$ cat config.mk
export PLATFORM = sky130hd
export DESIGN_NAME = n_serializer_tx
export DESIGN_NICKNAME = d
export VERILOG_FILES = /design/src/rtl/n_serializer_tx.sv
export SDC_FILE = /design/constraint.sdc
export NUM_CORES = 1
export LEC_CHECK = 0
export ABC_CLOCK_PERIOD_IN_PS = 1650
export BUFFER_PORTS_ARGS = -buffer_cell sky130_fd_sc_hd__buf_2
export CORE_ASPECT_RATIO = 0.9
export CORE_MARGIN = 1.5
export CORE_UTILIZATION = 40
export CTS_CLUSTER_SIZE = 10
export DETAILED_ROUTE_END_ITERATION = 12
export PLACE_DENSITY = 0.62
export SLEW_MARGIN = 20
export SYNTH_ARGS = -nofsm -noshare
export SYNTH_HDL_FRONTEND = slang
export SYNTH_SLANG_ARGS = --single-unit
export TNS_END_PERCENT = 20
$ cat constraint.sdc
create_clock -name clock -period 1.65 [get_ports clock]
set_input_delay 0.2475 -clock clock [delete_from_list [all_inputs] [get_ports clock]]
set_output_delay 0.2475 -clock clock [all_outputs]
set_load 0.005 [all_outputs]
$ cat src/rtl/n_serializer_tx.sv
// Parallel-in, serial-out transmitter: one N-bit word per in handshake, one bit per ser beat.
// Optional trailing even-parity bit; all outputs are registered, in_ready depends on state only.
module n_serializer_tx #(
   parameter int N         = 8,
   parameter int MSB_FIRST = 1,
   parameter int PARITY_EN = 0
) (
   input  logic         clock,
   input  logic         reset,
   input  logic         in_valid,
   input  logic [N-1:0] in_data,
   output logic         in_ready,
   output logic         ser_valid,
   output logic         ser_data,
   output logic         ser_first,
   output logic         ser_last,
   input  logic         ser_ready,
   output logic         busy
);

   localparam int CW = (N > 2) ? $clog2(N) : 1;

   typedef enum logic [1:0] {S_IDLE, S_DATA, S_PAR} state_t;

   state_t         state_q;
   logic [N-1:0]   sreg_q;
   logic [N-1:0]   sreg_d;
   logic [CW-1:0]  cnt_q;
   logic           par_q;
   logic           in_ready_q;
   logic           ser_valid_q;
   logic           ser_data_q;
   logic           ser_first_q;
   logic           ser_last_q;

   function automatic logic head(input logic [N-1:0] v);
      return (MSB_FIRST != 0) ? v[N-1] : v[0];
   endfunction

   always_comb begin
      sreg_d = (MSB_FIRST != 0) ? {sreg_q[N-2:0], 1'b0} : {1'b0, sreg_q[N-1:1]};
   end

   always_ff @(posedge clock) begin
      if (reset) begin
         state_q     <= S_IDLE;
         sreg_q      <= '0;
         cnt_q       <= '0;
         par_q       <= 1'b0;
         in_ready_q  <= 1'b1;
         ser_valid_q <= 1'b0;
         ser_data_q  <= 1'b0;
         ser_first_q <= 1'b0;
         ser_last_q  <= 1'b0;
      end else begin
         case (state_q)
            S_IDLE: begin
               if (in_valid) begin
                  state_q     <= S_DATA;
                  sreg_q      <= in_data;
                  cnt_q       <= '0;
                  par_q       <= ^in_data;
                  in_ready_q  <= 1'b0;
                  ser_valid_q <= 1'b1;
                  ser_data_q  <= head(in_data);
                  ser_first_q <= 1'b1;
                  ser_last_q  <= 1'b0;
               end
            end
            S_DATA: begin
               if (ser_ready) begin
                  sreg_q      <= sreg_d;
                  ser_first_q <= 1'b0;
                  // The counter holds on the final beat so it never wraps mid-frame.
                  if (cnt_q == CW'(N-1)) begin
                     if (PARITY_EN != 0) begin
                        state_q    <= S_PAR;
                        ser_data_q <= par_q;
                        ser_last_q <= 1'b1;
                     end else begin
                        state_q     <= S_IDLE;
                        in_ready_q  <= 1'b1;
                        ser_valid_q <= 1'b0;
                        ser_data_q  <= 1'b0;
                        ser_last_q  <= 1'b0;
                     end
                  end else begin
                     cnt_q      <= cnt_q + 1'b1;
                     ser_data_q <= head(sreg_d);
                     ser_last_q <= (cnt_q == CW'(N-2)) && (PARITY_EN == 0);
                  end
               end
            end
            S_PAR: begin
               if (ser_ready) begin
                  state_q     <= S_IDLE;
                  in_ready_q  <= 1'b1;
                  ser_valid_q <= 1'b0;
                  ser_data_q  <= 1'b0;
                  ser_last_q  <= 1'b0;
               end
            end
            default: begin
               state_q     <= S_IDLE;
               in_ready_q  <= 1'b1;
               ser_valid_q <= 1'b0;
               ser_data_q  <= 1'b0;
               ser_first_q <= 1'b0;
               ser_last_q  <= 1'b0;
            end
         endcase
      end
   end

   assign in_ready  = in_ready_q;
   assign busy      = ~in_ready_q;
   assign ser_valid = ser_valid_q;
   assign ser_data  = ser_data_q;
   assign ser_first = ser_first_q;
   assign ser_last  = ser_last_q;

endmodule

[After elaboration in Yosys (flattened, before gate mapping)]
Cells that the tools add are included.
Storage, ports and cells
  word-level logic and storage cells: 57
  output and inout bits: 6
  input port bits: 12
  register bits: 17
Operators by class
  equal/unequal tests: 9
  mux-type cells: 30
  reduce and logical (&&, ||, !) cells: 7
  bitwise gates (word level): 2
  add/subtract/negate cells: 1
Operators by type and width (number)
  one-hot mux 1 bit (3 select lines): 5
  2-to-1 mux 7 bit: 2
  one-hot mux 7 bit (2 select lines): 1
  2-to-1 mux 1 bit: 13
  inequality test 2 bit (second input constant): 5
  2-to-1 mux 3 bit: 3
  AND reduction 3 bit: 3
  2-to-1 mux 2 bit: 4
  AND reduction 4 bit: 2
  == test 3 bit (second input constant): 2
  one-hot mux 2 bit (3 select lines): 1
  one-hot mux 3 bit (2 select lines): 1
  adder 3 x 1 -> 3 bit (second input constant): 1
  == test 2 x 1 -> 1 bit (second input constant): 1
  == test 2 bit (second input constant): 1
  zero test 2 bit: 1
  NOT 1 bit: 2
  nonzero test 2 bit: 1

[Longest topological paths before layout]
  depth in word-level cells: 4
  gate-level depth with buffers: 5

[Least setup slack after synthesis]
Ideal clock, no wire load.
  kind: register to register
  start point: reg cnt_q[0]
  end point: reg cnt_q[1]
  path slack: 0.379 ns
  setup time: 0.131 ns
  arrival: 1.140 ns
  cell stages (with the launch flop): 6
  required time: 1.519 ns
  cell sequence: dfxtp_1 ha_1 ha_1 nand3b_1 a31oi_1 nor2_1
On the way
  word-level cells in the longest chain between the ends: 4
Ends and longest elaborated chain
  from (decl): line 28  | logic [CW-1:0] cnt_q;
  from (signal assigned): line 88  | cnt_q <= cnt_q + 1'b1;
  adder 3 x 1 -> 3 bit: line 88
  2-to-1 mux 3 bit: line 75  | if (cnt_q == CW'(N-1)) begin
  2-to-1 mux 3 bit: line 71  | if (ser_ready) begin
  one-hot mux 3 bit (2 select lines): line 56  | case (state_q)
Parallel ways exist; a longest one is shown, timed or not. The select of a mux whose other input is x is not followed.
A chain may end at the register's enable or synchronous reset.

[Worst setup path in the final report]
  start point: reg ser_valid_q, in the netlist ser_valid
  end point: out ser_valid
RTL lines
  from (decl): line 31  | logic ser_valid_q;
  from (signal assigned): line 51  | ser_valid_q <= 1'b0;
  from (signal assigned): line 64  | ser_valid_q <= 1'b1;
  from (signal assigned): line 83  | ser_valid_q <= 1'b0;
  to (decl): line 13  | output logic ser_valid,
No word-level cell between the ends.

==> results.cfg <==
[critical_path]
end_kind = output pin
crit_required_ns = 1.40
start_kind = flop
crit_type = flop to output pin
crit_arrival_ns = 1.17
crit_fanout = 10

[synth]
synthDominantCellAreaShare_pct = 40.7
synth_common_cells = dfxtp_1, nor2_1, a21oi_1, mux2i_1
synth_area_um2 = 738
synth_ff_type = dfxtp_1
ys_ff_latch = 15
ys_warn_count = 0
synthTopCellsByArea = dfxtp_1, a211oi_2, mux2i_1
synthesis.nets = 92
synthArstFlopShare_pct = 0
yosysMostFrequentCell = dfxtp_1
yosysSeqAreaShare_pct = 40.7
avgSynthCellArea_um2 = 9.59
synth_edf_count = 0
synth_largest_area_cell = dfxtp_1
synth_cell_types = 25
postSynthCellCount = 77

[sta]
max_freq_mhz = 706
setup_viol = 0
hold_viol = 0
period_needed_ns = 1.42
worst_pin_slew_ns = 0.337
fin_crit_sh_pct = 85.8
grt_setup_unrepaired = false
slew_headroom_pct = 77.5
setup_ws_ns = 0.234
whs_ns = 0.276
finalSetupTns_ns = 0
skew_ns = 0.00537
maxSlewViolCount = 0

[clocking]
clock_path_buffers = 2
cts_root_buffer = clkbuf_4
cts.reportedPaths.clkPinSlew_ns = 0.09
worstSkewPairLatency_ns = 0.28
cts_setup_buffers = 0
cts_tree = yes
post_cts_resized = 0
cts_hold_buf = 0
h-tree-depth = 1
numCtsBuffers = 3
cts.sinks = 15

[die]
num_io_pins = 18
die_w_um = 48.3
start_util_pct = 43.4
die-area_um2 = 2110
coreArea_um2 = 1700
rows = 14
die_h_um = 43.8

[route]
drcViolationCount = 0
antenna_left = 0
via_per_inst = 5.06
routed_wl_mm = 1.33
via_count = 597
wl_per_cell_um = 11.3
drt-pass1-iter-count = 3
drtIter0Drc = 3

[global_routing]
grt_overflow = 0
antenna_found_initial = 0
grt_max_degree = 16
grt_pass1_wl_mm = 2.36
track_usage_pct = 15.8
grt_pass1_vias = 567

[run_status]
status = completed

[placed_design]
hpwl_um = 971
place_congestion = 0.736
port_buffers = 17
dp_slack_ns = 0.247

[layout]
fillers = 171
diodes = 0
drive_gt1_share_pct = 30.9
fin_nets = 110
areaGrowthSynthToFinish_pct = 15.4

[hold_path]
min_path_type = primary input to flop

[pwr]
p_leak_nw = 0.371
peakVddDrop_mv = 0.633
powerDensity_nw_per_um2 = 873

[job]
cap_violations = 0
report_power, final:
group          switching, mW  internal [mW]
Combinational         0.0681         0.0633
Sequential            0.0182          0.389
Clock                  0.115         0.0899
routing by layer:
| layer | GRT usage [%] | wire length [um] | share of wire (%) |
|---|---|---|---|
| met3 | 6.67 | 98 | 7.4 |
| met4 | 4.86 | 13 | 0.98 |
| met5 | 0 | 0 | 0 |
| met2 | 23.4 | 579 | 44 |
| met1 | 20.7 | 639 | 48 |
cells in the final DEF (no fill, tap or decap), drive strengths merged, types with 5 or more instances in the layout:
cell type | synthesis | routed
nor2 | 9 | 9
a21oi | 7 | 7
a211oi | 5 | 5
nand2 | 5 | 5
dfxtp | 15 | 15
buf | 4 | 18
mux2i | 6 | 6
per-stage QoR:
step                power, mW  instance area (um^2)  util (%)  cells
floorplan               0.515                   738         -     77
global placement        0.545                   825      48.5    114
detailed placement      0.548                   825      48.5    114
CTS                     0.758                   852      50.1    118
global route            0.795                   852      50.1    118
finish                  0.744                   852      50.1    118
flip-flops by register name (all words and copies together) (netlist names):
register	flops
ser_first	1
sreg_q	7
ser_valid	1
in_ready	1
ser_last	1
cnt_q	3
ser_data	1
final cells by class:
| class | count | area, um^2 | share of cell area, % |
|---|---|---|---|
| Tap cell | 24 | 30.0 | 3.52 |
| Inverter | 3 | 11.3 | 1.32 |
| Multi-Input combinational cell | 54 | 390 | 45.8 |
| Sequential cell | 15 | 300 | 35.2 |
| Timing Repair Buffer | 18 | 92.6 | 10.9 |
| Clock buffer | 3 | 22.5 | 2.64 |
| Clock inverter | 1 | 5.00 | 0.587 |
critical path, cell delays in order (launching register included):
cell and delay, ns:
dfxtp_1 0.50, buf_4 0.25, buf_2 0.13
kinds of logic after synthesis:
group           after synthesis  share of synthesized area, %
simple gates                 27                          18.5
compound gates               17                          19.2
flops                        15                          40.7
buf+inv                       8                          6.44
mux                           7                          10.2
fa+ha+maj                     3                          5.09
worst paths after layout:
path / startpoint / to / slack [ns] / cells after the start
hold / removal: in_data[1] / sreg_q[1] / 0.28 / 3
setup / recovery: ser_valid / ser_valid / 0.23 / 2
hold reg to reg: ser_first / ser_first / 0.46 / 2
setup reg to reg: cnt_q[0] / cnt_q[0] / 0.23 / 5
No activity file was read; power rests on OpenSTA's default activity.
